`config.mk`:
```
export PLATFORM = sky130hd
export DESIGN_NAME = vc_circular_buffer_flat
export DESIGN_NICKNAME = d
export VERILOG_FILES = /design/src/rtl/vc_circular_buffer_if.sv /design/src/rtl/vc_circular_buffer.sv /design/src/flat_wrapper.sv
export SDC_FILE = /design/constraint.sdc
export NUM_CORES = 1
export LEC_CHECK = 0
export ABC_AREA = 1
export ABC_CLOCK_PERIOD_IN_PS = 3000
export CAP_MARGIN = 40
export CORE_ASPECT_RATIO = 0.7
export CORE_UTILIZATION = 25
export CTS_CLUSTER_DIAMETER = 200
export CTS_CLUSTER_SIZE = 30
export DETAILED_ROUTE_END_ITERATION = 10
export PLACE_DENSITY_LB_ADDON = 0.25
export SLEW_MARGIN = 20
export SYNTH_ARGS = -nofsm -noshare
export SYNTH_HDL_FRONTEND = slang
export SYNTH_SLANG_ARGS = --single-unit
```
`constraint.sdc`:
```
create_clock -name clk -period 3 [get_ports clk]
set_input_delay 0.3 -clock clk [delete_from_list [all_inputs] [get_ports clk]]
set_output_delay 0.3 -clock clk [all_outputs]
set_load 0.02 [all_outputs]
```
`src/rtl/vc_circular_buffer_if.sv`:
```
// Request/status bundle between the link receiver, the VC allocator and
// the multi-VC input buffer.
interface vc_circular_buffer_if #(
    parameter int DATA_W = 32,
    parameter int DEPTH  = 8,
    parameter int NUM_VC = 2
);
    localparam int VC_W  = (NUM_VC > 1) ? $clog2(NUM_VC) : 1;
    localparam int CNT_W = $clog2(DEPTH + 1);

    // Requests are single-cycle strobes with no ready: an op takes effect at
    // the rising edge where its *_en is high and it is accepted; a rejected op
    // leaves state untouched and raises err_overflow/err_underflow next cycle.
    logic                    wr_en;
    logic [VC_W-1:0]         wr_vc;
    logic [DATA_W-1:0]       wr_data;
    logic                    rd_en;
    logic [VC_W-1:0]         rd_vc;
    logic [DATA_W-1:0]       rd_data;
    logic                    rd_valid;
    logic [NUM_VC-1:0]       empty;
    logic [NUM_VC-1:0]       full;
    logic [NUM_VC*CNT_W-1:0] count;
    logic [NUM_VC-1:0]       on_off;
    logic                    err_overflow;
    logic                    err_underflow;

    modport master (
        output wr_en, wr_vc, wr_data, rd_en, rd_vc,
        input  rd_data, rd_valid, empty, full, count, on_off,
               err_overflow, err_underflow
    );

    modport slave (
        input  wr_en, wr_vc, wr_data, rd_en, rd_vc,
        output rd_data, rd_valid, empty, full, count, on_off,
               err_overflow, err_underflow
    );
endinterface

```
`src/rtl/vc_circular_buffer.sv`:
```
// NUM_VC independent circular FIFOs sharing one storage array, with per-VC
// occupancy, full/empty, hysteretic on/off credit and error pulses.
module vc_circular_buffer #(
    parameter int DATA_W = 32,
    parameter int DEPTH  = 8,
    parameter int NUM_VC = 2,
    parameter int ON_TH  = 1,
    parameter int OFF_TH = 6
) (
    input  logic               clk,
    input  logic               rst,
    vc_circular_buffer_if.slave bus
);
    localparam int VC_W  = (NUM_VC > 1) ? $clog2(NUM_VC) : 1;
    localparam int CNT_W = $clog2(DEPTH + 1);
    localparam int PTR_W = (DEPTH > 1) ? $clog2(DEPTH) : 1;

    localparam logic [CNT_W-1:0] DEPTH_C  = CNT_W'(DEPTH);
    localparam logic [CNT_W-1:0] ON_C     = CNT_W'(ON_TH);
    localparam logic [CNT_W-1:0] OFF_C    = CNT_W'(OFF_TH);
    localparam logic [PTR_W-1:0] PTR_LAST = PTR_W'(DEPTH - 1);

    logic [DATA_W-1:0] mem [NUM_VC][DEPTH];
    logic [PTR_W-1:0]  wr_ptr [NUM_VC];
    logic [PTR_W-1:0]  rd_ptr [NUM_VC];
    logic [CNT_W-1:0]  cnt    [NUM_VC];
    logic [CNT_W-1:0]  cnt_next [NUM_VC];

    logic [NUM_VC-1:0] empty_q, full_q, on_off_q, on_off_next;
    logic              err_ovf_q, err_udf_q;

    logic              wr_vc_ok, rd_vc_ok;
    logic [VC_W-1:0]   wr_idx, rd_idx;
    logic              wr_ok, rd_ok;
    logic [NUM_VC-1:0] wr_sel, rd_sel;
    logic [NUM_VC*CNT_W-1:0] count_packed;

    // When NUM_VC fills the VC field, every encoding is a legal VC.
    generate
        if (NUM_VC == (1 << VC_W)) begin : g_full_range
            assign wr_vc_ok = 1'b1;
            assign rd_vc_ok = 1'b1;
        end else begin : g_part_range
            assign wr_vc_ok = (32'(bus.wr_vc) < NUM_VC);
            assign rd_vc_ok = (32'(bus.rd_vc) < NUM_VC);
        end
    endgenerate

    assign wr_idx = wr_vc_ok ? bus.wr_vc : '0;
    assign rd_idx = rd_vc_ok ? bus.rd_vc : '0;

    // A full VC still takes a write when the same VC pops in the same cycle.
    assign rd_ok = bus.rd_en && rd_vc_ok && (cnt[rd_idx] != '0);
    assign wr_ok = bus.wr_en && wr_vc_ok &&
                   ((cnt[wr_idx] != DEPTH_C) || (rd_ok && (rd_idx == wr_idx)));

    assign bus.rd_data  = mem[rd_idx][rd_ptr[rd_idx]];
    assign bus.rd_valid = rd_vc_ok && (cnt[rd_idx] != '0);

    always_comb begin
        wr_sel       = '0;
        rd_sel       = '0;
        on_off_next  = on_off_q;
        count_packed = '0;
        for (int i = 0; i < NUM_VC; i++) begin
            wr_sel[i]   = wr_ok && (wr_idx == VC_W'(i));
            rd_sel[i]   = rd_ok && (rd_idx == VC_W'(i));
            cnt_next[i] = cnt[i];
            if (wr_sel[i] && !rd_sel[i]) begin
                cnt_next[i] = cnt[i] + 1'b1;
            end else if (rd_sel[i] && !wr_sel[i]) begin
                cnt_next[i] = cnt[i] - 1'b1;
            end
            // Between the thresholds the credit signal keeps its last value.
            if (cnt_next[i] >= OFF_C) begin
                on_off_next[i] = 1'b0;
            end else if (cnt_next[i] <= ON_C) begin
                on_off_next[i] = 1'b1;
            end
            count_packed[i*CNT_W +: CNT_W] = cnt[i];
        end
    end

    always_ff @(posedge clk or posedge rst) begin
        if (rst) begin
            for (int i = 0; i < NUM_VC; i++) begin
                wr_ptr[i] <= '0;
                rd_ptr[i] <= '0;
                cnt[i]    <= '0;
            end
            empty_q   <= '1;
            full_q    <= '0;
            on_off_q  <= '1;
            err_ovf_q <= 1'b0;
            err_udf_q <= 1'b0;
        end else begin
            for (int i = 0; i < NUM_VC; i++) begin
                if (wr_sel[i]) begin
                    wr_ptr[i] <= (wr_ptr[i] == PTR_LAST) ? '0 : wr_ptr[i] + 1'b1;
                end
                if (rd_sel[i]) begin
                    rd_ptr[i] <= (rd_ptr[i] == PTR_LAST) ? '0 : rd_ptr[i] + 1'b1;
                end
                cnt[i]     <= cnt_next[i];
                empty_q[i] <= (cnt_next[i] == '0);
                full_q[i]  <= (cnt_next[i] == DEPTH_C);
            end
            on_off_q  <= on_off_next;
            err_ovf_q <= bus.wr_en && !wr_ok;
            err_udf_q <= bus.rd_en && !rd_ok;
        end
    end

    // Flit storage carries no reset; validity is tracked by the counters.
    always_ff @(posedge clk) begin
        if (wr_ok) begin
            mem[wr_idx][wr_ptr[wr_idx]] <= bus.wr_data;
        end
    end

    assign bus.empty         = empty_q;
    assign bus.full          = full_q;
    assign bus.count         = count_packed;
    assign bus.on_off        = on_off_q;
    assign bus.err_overflow  = err_ovf_q;
    assign bus.err_underflow = err_udf_q;
endmodule

```
`src/flat_wrapper.sv`:
```
// flat-port wrapper written by rule: the top's interface ports become plain ports
module vc_circular_buffer_flat 
#(
    parameter int DATA_W = 32,
    parameter int DEPTH  = 8,
    parameter int NUM_VC = 2,
    parameter int ON_TH  = 1,
    parameter int OFF_TH = 6
)
  (clk, rst, bus_wr_en, bus_wr_vc, bus_wr_data, bus_rd_en, bus_rd_vc, bus_rd_data, bus_rd_valid, bus_empty, bus_full, bus_count, bus_on_off, bus_err_overflow, bus_err_underflow);
  vc_circular_buffer_if #(.DATA_W(DATA_W), .DEPTH(DEPTH), .NUM_VC(NUM_VC)) bus_i ();
  input  logic clk;
  input  logic rst;
  input wire logic [$bits(bus_i.wr_en)-1:0] bus_wr_en;
  input wire logic [$bits(bus_i.wr_vc)-1:0] bus_wr_vc;
  input wire logic [$bits(bus_i.wr_data)-1:0] bus_wr_data;
  input wire logic [$bits(bus_i.rd_en)-1:0] bus_rd_en;
  input wire logic [$bits(bus_i.rd_vc)-1:0] bus_rd_vc;
  output wire logic [$bits(bus_i.rd_data)-1:0] bus_rd_data;
  output wire logic [$bits(bus_i.rd_valid)-1:0] bus_rd_valid;
  output wire logic [$bits(bus_i.empty)-1:0] bus_empty;
  output wire logic [$bits(bus_i.full)-1:0] bus_full;
  output wire logic [$bits(bus_i.count)-1:0] bus_count;
  output wire logic [$bits(bus_i.on_off)-1:0] bus_on_off;
  output wire logic [$bits(bus_i.err_overflow)-1:0] bus_err_overflow;
  output wire logic [$bits(bus_i.err_underflow)-1:0] bus_err_underflow;
  assign bus_i.wr_en = bus_wr_en;
  assign bus_i.wr_vc = bus_wr_vc;
  assign bus_i.wr_data = bus_wr_data;
  assign bus_i.rd_en = bus_rd_en;
  assign bus_i.rd_vc = bus_rd_vc;
  assign bus_rd_data = bus_i.rd_data;
  assign bus_rd_valid = bus_i.rd_valid;
  assign bus_empty = bus_i.empty;
  assign bus_full = bus_i.full;
  assign bus_count = bus_i.count;
  assign bus_on_off = bus_i.on_off;
  assign bus_err_overflow = bus_i.err_overflow;
  assign bus_err_underflow = bus_i.err_underflow;
  vc_circular_buffer #(.DATA_W(DATA_W), .DEPTH(DEPTH), .NUM_VC(NUM_VC), .ON_TH(ON_TH), .OFF_TH(OFF_TH)) u_core (.clk(clk), .rst(rst), .bus(bus_i));
endmodule
```
==> results of run 1 <==
==> sequential cells by signal (all words and copies together) (netlist names) <==
name                      flops
u_core.bus.err_underflow      1
u_core.bus.count              8
u_core.wr_ptr                 6
u_core.mem                  512
u_core.bus.err_overflow       1
u_core.bus.on_off             2
u_core.bus.full               2
u_core.bus.empty              2
u_core.rd_ptr                 6
==> routing by layer <==
| layer | wire [um] | part of all wire [%] |
|---|---|---|
| met1 | 29900 | 48 |
| met2 | 27900 | 45 |
| met3 | 2880 | 4.7 |
| met4 | 1040 | 1.7 |
| met5 | 13 | 0.021 |
==> kinds of logic after synthesis <==
logic type / after synthesis / synth area share (%)
fa+ha+maj: 12 / 0.683
simple gates: 998 / 19.9
flops: 540 / 73.2
compound gates: 87 / 2.88
buf+inv: 149 / 2.90
xor+xnor: 10 / 0.433
==> synth_stat cells <==
cell type	n
nand3_4	2
buf_6	2
nor2_1	35
buf_2	43
nand4_2	1
xor2_1	5
a32oi_1	32
nand2_4	2
nand2_1	568
edfxtp_1	512
clkinv_1	2
nand2_2	8
nor3_1	1
ha_1	12
nand4_1	2
inv_2	10
o21ai_0	12
buf_4	1
dfrtp_1	24
nor2_2	4
a21oi_1	2
o21ai_2	1
xor2_2	1
dfstp_2	4
buf_1	10
inv_1	27
xnor2_1	4
inv_6	1
nand3b_1	3
a31oi_1	32
nor2_4	3
nand3_1	366
o211ai_4	2
o21ai_1	6
clkbuf_1	53
nand4_4	3
==> stage by stage <==
| stage | setup WS (ns) | utilization, % | std cells | area (um2) | hold slack, ns |
|---|---|---|---|---|---|
| global route | -0.0153 | 30.1 | 3053 | 26000 | 0.0933 |
| global placement | 0.0860 | 29.0 | 3006 | 25100 | 0.510 |
| floorplan | -0.167 | - | 1796 | 22000 | 0.362 |
| finish | 0.132 | 30.1 | 3054 | 26000 | 0.0860 |
| CTS | -0.0507 | 30.1 | 3051 | 26000 | 0.0539 |
| detailed placement | 0.106 | 29.0 | 3006 | 25100 | 0.505 |
==> cells in the final DEF (no fill, tap or decap), drive strengths merged, types with 9 or more instances in the layout <==
cell type	netlist	layout
edfxtp	512	512
nor2	42	42
a32oi	32	32
clkbuf	53	40
ha	12	12
a31oi	32	32
o21ai	19	19
dlygate4sd2	0	9
buf	56	107
clkdlybuf4s50	0	53
nand3	368	368
dfrtp	24	24
inv	38	38
nand2	578	578
==> worst max path at each step <==
stage,from,cells after the start,slack [ns],end
final,u_core.rd_ptr[0],13,0.13,bus_rd_data[28]
after global routing,u_core.rd_ptr[0],13,-0.02,bus_rd_data[28]
after CTS,u_core.rd_ptr[0],14,-0.05,bus_rd_data[28]
after detailed placement,bus_rd_vc,9,0.11,bus_rd_data[17]
after global placement,bus_rd_vc,10,0.09,bus_rd_data[1]
after floorplan,u_core.bus.count[2],9,-0.17,u_core.mem[0][0]
==> power by group through the flow <==
stage / Combinational (mW) / Clock (mW) / Sequential, mW
floorplan: 3.10 / 0 / 9.23
global route: 6.99 / 3.91 / 9.07
global placement: 6.12 / 0 / 9.18
finish: 6.41 / 3.55 / 9.01
CTS: 6.53 / 3.67 / 9.01
detailed placement: 6.14 / 0 / 9.19
==> worst register-to-register path: cells and delay by family, from the launching register on <==
| kind | cells | cell delay, ns |
|---|---|---|
| buffers and inverters | 1 | 0.23 |
| DFF | 1 | 0.51 |
| and+or+nand+nor | 8 | 1.23 |
==> area by class of cell <==
cell class / instances / area, um2 / share of cell area [%]
Antenna cell: 2 / 5.00 / 0.0192
Clock buffer: 29 / 556 / 2.13
Inverter: 40 / 170 / 0.654
Multi-Input combinational cell: 1107 / 5520 / 21.2
Sequential cell: 540 / 16100 / 61.8
Tap cell: 1150 / 1440 / 5.53
Timing Repair Buffer: 186 / 2270 / 8.70
==> what timing repair did <==
| action | 4_1_cts | 5_1_grt |
|---|---|---|
| pin swaps | 5 | 1 |
| setup buffers | 14 | 1 |
| setup endpoints to repair | 32 | 24 |
| gates cloned | 3 | 1 |
| gates resized for setup | 64 | 36 |
==> results.yml, run 1 <==
run_status:
  status: "finished, violations left"
  violations: "DRC"
timing:
  slew-limit-headroom_pct: 56.4
  period_share_pct: 95.6
  fmax_ghz: 0.349
  final_hold_viol_count: 0
  tns_ns: 0
  rsz0062_at_grt: "true"
  min_period_ns: 2.87
  worst_slew_pin_slew_ns: 0.653
  setup_viol: 0
  maxSlewViolCount: 0
  fin_skew_ns: 0.0219
routing:
  wl_per_cell_um: 20.2
  drc: 8
  first_pass_iters: 8
  wirelength_um: 61700
  detail-route-antenna-nets: 0
  drt_iter0_drc: 1186
  via_count: 14000
  via_per_inst: 4.57
power:
  p_int_mw: 12.5
  p_sw_mw: 6.51
  ir_worst_vdd_mv: 0.339
  switching_share_pct: 34.3
  power.static_leakage_nw: 8.95
  clkPwrFrac_pct: 18.7
  seqPwrFrac_pct: 47.5
  p_comb_share_pct: 33.8
  power_density_nw_per_um2: 729
  total_power_mw: 19.0
global_route:
  grt_use_met2_pct: 21.3
  grt_start_max_net_pins: 129
  grt_pass1_wl_um: 91800
  antenna_found_initial: 3
  use_met3_pct: 2.11
  grtUsageTotal_pct: 13.7
  grt_pass1_vias: 13700
  grt_overflow_total: 0
  grt_use_met1_pct: 20.2
  grt-busiest-layer: "met2"
cts:
  clk_path_buf_depth: 3
  path_clk_slew_ns: 0.12
  cts_hold_buf: 0
  cts_tree: "built"
  htree_levels: 1
  worstSkewPairLatency_ns: 0.59
  root_buffer: "clkbuf_16"
  cts_buffers: 21
  cts_sinks: 540
yosys:
  synth.cell_area_um2: 22000
  synth_top_area_share_pct: 70.0
  yosys.cell_types.count: 36
  synth.net_count: 1846
  ys.warnings.count: 0
  synth-seq-cells: 540
  ys_top_cells_by_area: "edfxtp_1, nand2_1, nand3_1, dfrtp_1, a32oi_1"
  synthCells: 1796
  synth_seq_area_share_pct: 73.2
  avgSynthCellArea_um2: 12.2
  synth_area_leader_cell: "edfxtp_1"
worst_setup_path:
  cp_slowest_cell: "dfrtp_1"
  reg2reg_to: "u_core.mem[1][177]"
  startpoint_type: "flip-flop"
  crit_top_cell: "buf_12"
  cp_num_buf_inv: 8
  rrSetupSlack_ns: 0.69
  crit_path_end_kind: "output pin"
  critical_path_peak_fanout: 18
  path_class: "flip-flop to output pin"
  path_cells: "inv_2 -> nand2_2 -> o21ai_4 -> buf_12 -> inv_8 -> buf_12 -> buf_12 -> buf_8 -> nand3_2 -> nand3_2 -> a32oi_2 -> buf_4 -> buf_6"
  r2r-start: "u_core.bus.count[6]"
  slowest_delay_ns: 0.41
  cp.arrival_ns: 2.57
  required_ns: 2.70
  reg2regPathDepth: 9
  critPathTopFamily: "buffers and inverters"
floorplanning:
  ios: 87
  core_um2: 86600
  row_count: 90
  die_area_um2: 89100
  die_y_um: 250
  die_w_um: 356
  start_util_pct: 25.4
layout:
  drive_gt1_share_pct: 11.7
  area_growth_pct: 18.5
  nFillCells: 8677
  fin_nets: 1946
place:
  portBuffers: 86
  place_hpwl_um: 34000
  place.gp.congestion: 0.755
worst_hold_path:
  hp-class: "input pin to asynchronous set/reset pin"
run:
  maxCapViolCount: 0
Power figures use the tool's default switching activity.
==> run 2: changes to the inputs <==
==> constraint.sdc (replaced) <==
create_clock -name clk -period 3 [get_ports clk]
set_input_delay 0.3 -clock clk [delete_from_list [all_inputs] [get_ports clk]]
set_output_delay 0.3 -clock clk [all_outputs]
set_load 0.1 [all_outputs]
==> results.yml, run 2 (synthesized netlist as in run 1, its figures left out) <==
floorplanning:
  die_area_um2: 89100
  row_count: 90
  die_y_um: 250
  core_um2: 86600
  start_util_pct: 25.4
  ios: 87
  die_w_um: 356
run_status:
  status: "finished, violations left"
  violations: "DRC"
place:
  place_hpwl_um: 44000
  place.gp.congestion: 0.814
  dpl-instance-area_um2: 25900
  dpl_worst_slack_ns: 0.141
  portBuffers: 86
worst_setup_path:
  startpoint_type: "flip-flop"
  reg2regPathDepth: 10
  cp.arrival_ns: 2.68
  critical_path_peak_fanout: 81
  path_class: "flip-flop to output pin"
  crit_path_end_kind: "output pin"
  required_ns: 2.70
cts:
  path_clk_slew_ns: 0.11
  cts_buffers: 21
  cts_tree: "built"
  htree_levels: 1
  cts_sinks: 540
  cts_hold_buf: 0
  worstSkewPairLatency_ns: 0.60
  root_buffer: "clkbuf_16"
  clk_path_buf_depth: 3
global_route:
  grt_start_max_net_pins: 111
  antenna_found_initial: 4
  grt_pass1_wl_um: 96600
  grtUsageTotal_pct: 14.7
  grt_overflow_total: 0
  grt_pass1_vias: 13700
routing:
  drt_iter0_drc: 1458
  drc: 10
  wirelength_um: 66000
  via_per_inst: 4.65
  wl_per_cell_um: 21.5
  via_count: 14300
  first_pass_iters: 10
  detail-route-antenna-nets: 0
layout:
  layout_common_cells: "nand2_1, edfxtp_1, nand3_1"
  layout_commonest_cell: "nand2_1"
  nFillCells: 8577
  fin_nets: 1962
  fin_area_um2: 27000
  largest_reg_flops: 512
  postLayoutCoreUtil_pct: 31.2
  drive_gt1_share_pct: 16.2
  area_growth_pct: 23.0
power:
  total_power_mw: 23.6
  ir_worst_vdd_mv: 0.493
  power_density_nw_per_um2: 874
  power.static_leakage_nw: 9.30
timing:
  slew-limit-headroom_pct: 41.8
  fin_skew_ns: 0.0368
  maxSlewViolCount: 0
  layout_setup_ws_ns: 0.0238
  final_hold_viol_count: 0
  min_period_ns: 2.98
  tns_ns: 0
  rsz0062_at_grt: "true"
  setup_viol: 0
  period_share_pct: 99.2
  fmax_ghz: 0.336
  worst_slew_pin_slew_ns: 0.870
worst_hold_path:
  hp-class: "input pin to asynchronous set/reset pin"
run:
  maxCapViolCount: 0
## run 2: cell count changes in the layout (fill, tap and decap cells not counted), moves of 4 or more
| cell | delta |
|---|---|
| buf_12 | +33 |
| a32oi_1 | -21 |
| nand3_1 | -21 |
| nand3_2 | +20 |
| buf_8 | +15 |
| clkdlybuf4s50_1 | -15 |
| a32oi_4 | +13 |
| clkbuf_2 | -9 |
| dlygate4sd2_1 | -9 |
| a32oi_2 | +8 |
| buf_4 | +8 |
| a31oi_1 | -4 |
| a31oi_2 | +4 |
## run 2: critical path, stage by stage (launching register included)
cell,delay [ns]
dfrtp_1,0.40
inv_2,0.09
nand2_1,0.09
o21ai_4,0.13
inv_4,0.08
buf_12,0.21
nand3_1,0.26
nand3_2,0.19
a32oi_4,0.32
buf_12,0.21
## run 2: power by group
group	internal (mW)	leakage [nW]	switching, mW
logic	3.42	4.06	7.63
registers	8.77	4.97	0.248
clock network	1.32	0.274	2.23
## run 2: area by class of cell
cell class	count	area (um2)	share of cell area (%)
Sequential cell	540	16100	59.5
Multi-Input combinational cell	1107	5960	22.1
Timing Repair Buffer	202	2810	10.4
Tap cell	1150	1440	5.32
Clock buffer	30	559	2.07
Inverter	40	163	0.602
Antenna cell	4	10.0	0.0370
Clock inverter	1	8.76	0.0324
## run 2: layer usage
| metal | vias up | wire, um | global-route usage [%] |
|---|---|---|---|
| met1 | 7258 | 33400 | 23.2 |
| li1 | 6604 | - | - |
| met3 | 38 | 5600 | 4.42 |
| met4 | 0 | 660 | 1.90 |
| met5 | - | 0 | 0 |
| met2 | 397 | 26400 | 19.7 |
## run 2: worst paths after layout
kind | from | slack [ns] | end
max in group asynchronous | rst | 2.60 | u_core.bus.on_off[1]
min in group clk | bus_rd_vc | 0.26 | u_core.rd_ptr[1]
worst max register to register | u_core.bus.count[1] | 0.73 | u_core.mem[0][71]
worst min-delay path | rst | 0.07 | u_core.bus.full[0]
worst min register to register | u_core.bus.on_off[0] | 0.57 | u_core.bus.on_off[0]
worst max-delay path | u_core.rd_ptr[0] | 0.02 | bus_rd_data[24]
## run 2: repair_timing
action	4_1_cts	5_1_grt
cloned	2	0
pin swaps	13	12
endpoints found under the setup margin	29	23
gates resized for setup	26	25
buffers inserted	4	1
## run 2: metrics by stage
| stage | std cells | hold WS [ns] |
|---|---|---|
| after detailed placement | 3023 | 0.552 |
| final | 3074 | 0.0744 |
| after global placement | 3012 | 0.530 |
| after CTS | 3060 | 0.0649 |
| after global routing | 3071 | 0.0961 |
| after floorplan | 1796 | 0.362 |
